--- config.mk ---
export PLATFORM = sky130hd
export DESIGN_NAME = a2bus_iomem_initiator_flat
export DESIGN_NICKNAME = d
export VERILOG_FILES = /design/src/rtl/a2bus_iomem_initiator_if.sv /design/src/rtl/a2bus_iomem_initiator.sv /design/src/flat_wrapper.sv
export SDC_FILE = /design/constraint.sdc
export NUM_CORES = 1
export LEC_CHECK = 0
export ABC_AREA = 1
export CELL_PAD_IN_SITES_DETAIL_PLACEMENT = 1
export CELL_PAD_IN_SITES_GLOBAL_PLACEMENT = 1
export CORE_ASPECT_RATIO = 1.5
export CORE_MARGIN = 3
export CORE_UTILIZATION = 36
export CTS_CLUSTER_DIAMETER = 50
export DETAILED_ROUTE_END_ITERATION = 10
export PLACE_DENSITY = 0.74
export SETUP_SLACK_MARGIN = 0.3
export SYNTH_ARGS = -nofsm -noshare
export SYNTH_HDL_FRONTEND = slang
export SYNTH_SLANG_ARGS = --single-unit
--- constraint.sdc ---
create_clock -name clk -period 2.5 [get_ports clk]
set_input_delay 0.375 -clock clk [delete_from_list [all_inputs] [get_ports clk]]
set_output_delay 0.375 -clock clk [all_outputs]
set_load 0.005 [all_outputs]
--- src/rtl/a2bus_iomem_initiator_if.sv ---
// iomem bus bundle between the a2bus bridge (master) and an iomem responder (slave).
interface a2bus_iomem_initiator_if;
  logic        iomem_valid;
  logic [3:0]  iomem_wstrb;
  logic [31:0] iomem_addr;
  logic [31:0] iomem_wdata;
  logic [31:0] iomem_rdata;
  logic        iomem_ready;

  modport master (
    output iomem_valid, iomem_wstrb, iomem_addr, iomem_wdata,
    input  iomem_rdata, iomem_ready
  );

  modport slave (
    input  iomem_valid, iomem_wstrb, iomem_addr, iomem_wdata,
    output iomem_rdata, iomem_ready
  );
endinterface

--- src/rtl/a2bus_iomem_initiator.sv ---
// Apple II slot register window that runs one iomem transaction per CMD write.
// Optional build macro: A2_IOMEM_INITIATOR_AUTOINC_EN (ADDR += 4 on every completion).
module a2bus_iomem_initiator #(
  parameter int unsigned SLOT           = 1,
  parameter int unsigned TIMEOUT_CYCLES = 1024
) (
  input  logic        clk,
  input  logic        resetn,
  input  logic [15:0] a2_addr,
  input  logic [7:0]  a2_data,
  input  logic        a2_rw_n,
  input  logic        a2_data_in_strobe,
  output logic        a2_rd_en,
  output logic [7:0]  a2_data_out,
  a2bus_iomem_initiator_if.master iomem
);

  localparam logic [15:0] BASE = 16'(32'hC080 + SLOT * 16);
  localparam int unsigned CW   = (TIMEOUT_CYCLES > 2) ? $clog2(TIMEOUT_CYCLES) : 1;
  localparam logic [CW-1:0] LAST = CW'(TIMEOUT_CYCLES - 1);

  typedef enum logic {S_IDLE, S_REQ} state_t;

  state_t        r_state, w_state_nxt;
  logic [31:0]   r_addr, r_wdata, r_rdata;
  logic [3:0]    r_wstrb;
  logic          r_done, r_tmo, r_is_rd;
  logic [CW-1:0] r_cnt;
  logic [31:0]   r_io_addr, r_io_wdata;
  logic [3:0]    r_io_wstrb;

  logic       w_in_win, w_wr, w_cmd_ok, w_busy;
  logic       w_ready_req, w_expire, w_complete;
  logic [3:0] w_off;

  assign w_off    = a2_addr[3:0];
  assign w_in_win = (a2_addr[15:4] == BASE[15:4]);
  assign w_wr     = a2_data_in_strobe & ~a2_rw_n & w_in_win;
  assign w_cmd_ok = w_wr && (w_off == 4'h9) && (r_state == S_IDLE) &&
                    ((a2_data == 8'h01) || (a2_data == 8'h02));

  // Ready beats an expiring counter in the same cycle, so expire requires !ready.
  assign w_ready_req = (r_state == S_REQ) & iomem.iomem_ready;
  assign w_expire    = (r_state == S_REQ) & ~iomem.iomem_ready & (r_cnt == LAST);
  assign w_complete  = w_ready_req | w_expire;

  // State register.
  always_ff @(posedge clk or negedge resetn) begin
    if (!resetn) r_state <= S_IDLE;
    else         r_state <= w_state_nxt;
  end

  // Next-state: accepted CMD starts a request, ready or timeout ends it.
  always_comb begin
    w_state_nxt = r_state;
    case (r_state)
      S_IDLE:  if (w_cmd_ok)   w_state_nxt = S_REQ;
      S_REQ:   if (w_complete) w_state_nxt = S_IDLE;
      default: w_state_nxt = S_IDLE;
    endcase
  end

  // FSM outputs: the request is live for exactly the REQ state.
  always_comb begin
    w_busy            = (r_state == S_REQ);
    iomem.iomem_valid = w_busy;
    iomem.iomem_addr  = r_io_addr;
    iomem.iomem_wdata = r_io_wdata;
    iomem.iomem_wstrb = r_io_wstrb;
  end

  // Shadow ADDR/WDATA/WSTRB written by the 6502; an ADDR write beats auto-increment.
  always_ff @(posedge clk or negedge resetn) begin
    if (!resetn) begin
      r_addr  <= '0;
      r_wdata <= '0;
      r_wstrb <= '0;
    end else begin
      if (w_wr && (w_off[3:2] == 2'b00))
        r_addr[{w_off[1:0], 3'b000} +: 8] <= a2_data;
`ifdef A2_IOMEM_INITIATOR_AUTOINC_EN
      else if (w_complete)
        r_addr <= r_addr + 32'd4;
`endif
      if (w_wr && (w_off[3:2] == 2'b01))
        r_wdata[{w_off[1:0], 3'b000} +: 8] <= a2_data;
      if (w_wr && (w_off == 4'h8))
        r_wstrb <= a2_data[3:0];
    end
  end

  // Snapshot of the staged transaction, held stable for the whole request.
  always_ff @(posedge clk or negedge resetn) begin
    if (!resetn) begin
      r_io_addr  <= '0;
      r_io_wdata <= '0;
      r_io_wstrb <= '0;
      r_is_rd    <= 1'b0;
    end else if (w_cmd_ok) begin
      r_io_addr  <= r_addr;
      r_io_wdata <= r_wdata;
      r_io_wstrb <= (a2_data == 8'h01) ? 4'h0 : r_wstrb;
      r_is_rd    <= (a2_data == 8'h01);
    end
  end

  // Timeout counter: counts REQ cycles without ready, cleared at start and end.
  always_ff @(posedge clk or negedge resetn) begin
    if (!resetn)                     r_cnt <= '0;
    else if (w_cmd_ok || w_complete) r_cnt <= '0;
    else if (r_state == S_REQ)       r_cnt <= r_cnt + 1'b1;
  end

  // Status flags and read-data result.
  always_ff @(posedge clk or negedge resetn) begin
    if (!resetn) begin
      r_done  <= 1'b0;
      r_tmo   <= 1'b0;
      r_rdata <= '0;
    end else if (w_cmd_ok) begin
      r_done <= 1'b0;
      r_tmo  <= 1'b0;
    end else if (w_ready_req) begin
      r_done <= 1'b1;
      if (r_is_rd) r_rdata <= iomem.iomem_rdata;
    end else if (w_expire) begin
      r_done  <= 1'b1;
      r_tmo   <= 1'b1;
      r_rdata <= '1;
    end
  end

  // 6502 read side: window decode and register read mux.
  always_comb begin
    a2_rd_en    = a2_rw_n & w_in_win;
    a2_data_out = '0;
    case (w_off)
      4'h0, 4'h1, 4'h2, 4'h3: a2_data_out = r_addr[{w_off[1:0], 3'b000} +: 8];
      4'h4, 4'h5, 4'h6, 4'h7: a2_data_out = r_wdata[{w_off[1:0], 3'b000} +: 8];
      4'h8:                   a2_data_out = {4'h0, r_wstrb};
      4'h9:                   a2_data_out = {5'b0, r_tmo, r_done, w_busy};
      4'hC, 4'hD, 4'hE, 4'hF: a2_data_out = r_rdata[{w_off[1:0], 3'b000} +: 8];
      default:                a2_data_out = '0;
    endcase
  end

endmodule
--- src/flat_wrapper.sv ---
// flat-port wrapper written by rule: the top's interface ports become plain ports
module a2bus_iomem_initiator_flat 
#(
  parameter int unsigned SLOT           = 1,
  parameter int unsigned TIMEOUT_CYCLES = 1024
)
  (clk, resetn, a2_addr, a2_data, a2_rw_n, a2_data_in_strobe, a2_rd_en, a2_data_out, iomem_iomem_valid, iomem_iomem_wstrb, iomem_iomem_addr, iomem_iomem_wdata, iomem_iomem_rdata, iomem_iomem_ready);
  a2bus_iomem_initiator_if iomem_i ();
  input  logic clk;
  input  logic resetn;
  input  logic [15:0] a2_addr;
  input  logic [7:0] a2_data;
  input  logic a2_rw_n;
  input  logic a2_data_in_strobe;
  output logic a2_rd_en;
  output logic [7:0] a2_data_out;
  output wire logic [$bits(iomem_i.iomem_valid)-1:0] iomem_iomem_valid;
  output wire logic [$bits(iomem_i.iomem_wstrb)-1:0] iomem_iomem_wstrb;
  output wire logic [$bits(iomem_i.iomem_addr)-1:0] iomem_iomem_addr;
  output wire logic [$bits(iomem_i.iomem_wdata)-1:0] iomem_iomem_wdata;
  input wire logic [$bits(iomem_i.iomem_rdata)-1:0] iomem_iomem_rdata;
  input wire logic [$bits(iomem_i.iomem_ready)-1:0] iomem_iomem_ready;
  assign iomem_iomem_valid = iomem_i.iomem_valid;
  assign iomem_iomem_wstrb = iomem_i.iomem_wstrb;
  assign iomem_iomem_addr = iomem_i.iomem_addr;
  assign iomem_iomem_wdata = iomem_i.iomem_wdata;
  assign iomem_i.iomem_rdata = iomem_iomem_rdata;
  assign iomem_i.iomem_ready = iomem_iomem_ready;
  a2bus_iomem_initiator #(.SLOT(SLOT), .TIMEOUT_CYCLES(TIMEOUT_CYCLES)) u_core (.clk(clk), .resetn(resetn), .a2_addr(a2_addr), .a2_data(a2_data), .a2_rw_n(a2_rw_n), .a2_data_in_strobe(a2_data_in_strobe), .a2_rd_en(a2_rd_en), .a2_data_out(a2_data_out), .iomem(iomem_i));
endmodule
==> results.ini <==
[place]
hpwl_um = 22260
gp_congestion = 0.9289
numPortBuffers = 138
place_inst = 1513

[min_path]
hold_class = in2async

[critical_path]
cp.required_ns = 2.12
timing.critical_path.arrival_ns = 2.08
worstSetupPathType = in2out
start_kind = input pin
cp-end-kind = output port
crit_fanout = 7

[grt]
overflow = 0
track_usage = 0.2312
grt_pass1_vias = 8612
antenna_found_initial = 1
grt_pass1_wl_um = 47410
grt_max_degree = 75

[routing]
wl_per_cell_um = 19.46
via_per_inst = 5.135
drc = 0
drt_pass1_iterations = 5
drt-met1-wl_um = 12370
wl_met2_um = 15230
vias = 8021
routed_wl_um = 30400
drt_iter0_markers = 443
antenna_left = 0
routed.top_layer = met5
wl_met3_um = 1096

[timing]
fin_crit_sh = 0.9819
skew_ns = 0.01313
setup_viol = 0
slew_headroom = 0.6366
fin_crit_ns = 2.455
tightest_slew_ns = 0.5451
rsz0062_at_grt = yes
hold_viol = 0
slew_viol_final = 0
max_freq_ghz = 0.4074

[cts]
numCtsBuffers = 17
numClockSinks = 182
cts.clk_slew.worst_paths_ns = 0.07
cts_tree = built
clock_latency_ns = 0.45
cts_root_buf = clkbuf_16
htree_levels = 4
clk_path_buf_depth = 2

[logic_synthesis]
syn_nets = 1135
ys_seq_area_frac = 0.5140
ys_warn_count = 0
synth_area_mm2 = 0.008861
synth.avg_cell_area_um2 = 8.320
synth-seq-cells = 182
synth_cell_types = 33
syn_inst = 1065

[layout]
drive_gt1_frac = 0.1915
fin_cells = 1562
fillCellCount = 2871
fin_nets = 1301
finalCoreUtilization = 0.4996
antennaDiodeCount = 0
syn2layout_area_growth_pct = 35.31

[floorplanning]
core_mm2 = 0.02400
dieWidth_um = 134.1
core.rowCount = 69
io_pins = 139
die_y_um = 198.1
fp.dieArea_mm2 = 0.02657
start_util = 0.3692

[power]
p_per_area_mw_per_mm2 = 581.5
vdd_drop_max_mv = 0.3506
finalPower_mw = 6.973
p_leak_nw = 5.465

[status]
status = completed

[run]
cap_violations = 0

==> per-stage QoR <==
step                TNS (ns)  instance area, µm²  hold slack [ns]  setup slack, ns
floorplan                  0                8869          0.07941           0.2779
global placement      -12.07               10800           0.3784          -0.9515
detailed placement    -18.61               10800           0.3825          -0.9970
CTS                        0               11890           0.4653           0.1546
global route               0               11990           0.5011          0.03000
finish                     0               11990           0.4738          0.04531
==> cell usage in the layout (no fill, tap or decap), types with 31 or more instances in the layout <==
cell type,netlist,routed
nand2_1,254,242
inv_1,97,94
or2_2,44,42
nand3_1,84,54
dfrtp_1,182,182
o21ai_0,82,80
nand4_1,52,52
buf_4,4,44
nand3_2,1,31
o21ai_1,60,62
nor2_1,68,63
clkdlybuf4s50_1,0,124
==> final timing paths <==
check / startpoint / end / slack (ns) / depth (start not counted)
max in group asynchronous: resetn / u_core.iomem.iomem_wdata[15] / 1.36 / 3
max reg2reg: u_core.r_cnt[0] / u_core.r_rdata[17] / 0.51 / 9
max: a2_addr[1] / a2_data_out[5] / 0.05 / 14
min in group clk: u_core.r_rdata[25] / u_core.r_rdata[25] / 0.47 / 2
min reg2reg: u_core.r_rdata[25] / u_core.r_rdata[25] / 0.47 / 2
min: resetn / u_core.r_rdata[27] / 0.47 / 2
==> per-layer routing <==
metal	vias up	global-route usage
li1	3783	-
met1	3937	0.2746
met2	220	0.3916
met5	-	0
met4	2	0.1358
met3	79	0.04245
==> registers in the layout, summed over array words and instances (netlist names) <==
signal / flops
u_core.r_tmo: 1
u_core.iomem.iomem_valid: 1
u_core.r_wdata: 32
u_core.r_wstrb: 4
u_core.iomem.iomem_addr: 32
u_core.r_done: 1
u_core.r_rdata: 32
u_core.r_addr: 32
u_core.iomem.iomem_wstrb: 4
u_core.iomem.iomem_wdata: 32
u_core.r_is_rd: 1
u_core.r_cnt: 10
==> synthesized netlist by cell type <==
library cell	n	area (µm²)
nor2_2	2	12.51
o21ai_0	82	410.4
nor2_1	68	255.2
nand2_4	2	22.52
nand3b_1	8	60.06
a21oi_1	14	70.07
nor2_4	10	112.6
nor4_1	1	6.260
buf_4	4	30.03
nand3_2	1	10.01
ha_1	9	112.6
a22o_1	3	26.28
xor2_1	8	70.07
or2_2	44	275.3
inv_2	1	3.750
mux2i_1	1	10.01
buf_1	3	11.26
buf_6	11	123.9
nand4_1	52	325.3
o21ai_1	60	300.3
nand2_1	254	953.4
clkinv_1	3	11.26
xnor2_1	1	8.760
dfrtp_1	182	4554
buf_2	21	105.1
nor3b_2	1	12.51
inv_1	97	364.1
nand2_2	2	12.51
o21ai_2	2	17.52
clkbuf_1	23	86.33
nand3_1	84	420.4
o21ai_4	1	16.27
nor3_1	10	50.05
==> logic make-up (layout without fill, tap and decap cells) <==
group / count (synthesis) / after routing / share of synthesized area
XOR/XNOR: 9 / 9 / 0.008896
multiplexers: 1 / 1 / 0.001130
flip-flops: 182 / 182 / 0.5140
buffers and inverters: 163 / 340 / 0.08303
AND/OR/NAND/NOR: 539 / 540 / 0.2854
AO/OA/AOI/OAI: 162 / 162 / 0.09489
adder cells (fa/ha/maj): 9 / 9 / 0.01271
==> where the power goes <==
group / switching [mW] / internal (mW)
clock network: 1.21 / 1.54
registers: 0.138 / 3.12
logic: 0.540 / 0.430
==> worst max-delay path, stage by stage <==
cell,delay (ns)
buf_6,0.10
buf_6,0.12
ha_2,0.19
nor2_4,0.04
nand2_4,0.08
buf_6,0.14
buf_12,0.14
nand2_8,0.06
or2_2,0.29
nand3_2,0.09
nand3_2,0.15
nand2_1,0.13
nor2_2,0.05
buf_2,0.13
==> layout make-up <==
class / instances / area, µm² / area share
Multi-Input combinational cell: 721 / 3909 / 0.3260
Clock buffer: 19 / 452.9 / 0.03778
Timing Repair Buffer: 208 / 2141 / 0.1785
Sequential cell: 182 / 4554 / 0.3798
Inverter: 101 / 389.1 / 0.03245
Clock inverter: 12 / 145.1 / 0.01210
Tap cell: 319 / 399.1 / 0.03329
==> timing repair <==
action,CTS,global route
hold endpoints to repair,49,0
gates resized for setup,130,20
setup endpoints to repair,11,9
pin swaps,35,13
setup buffers,9,3
hold buffers,1,0
cloned,5,0
Power figures use the tool's default switching activity.
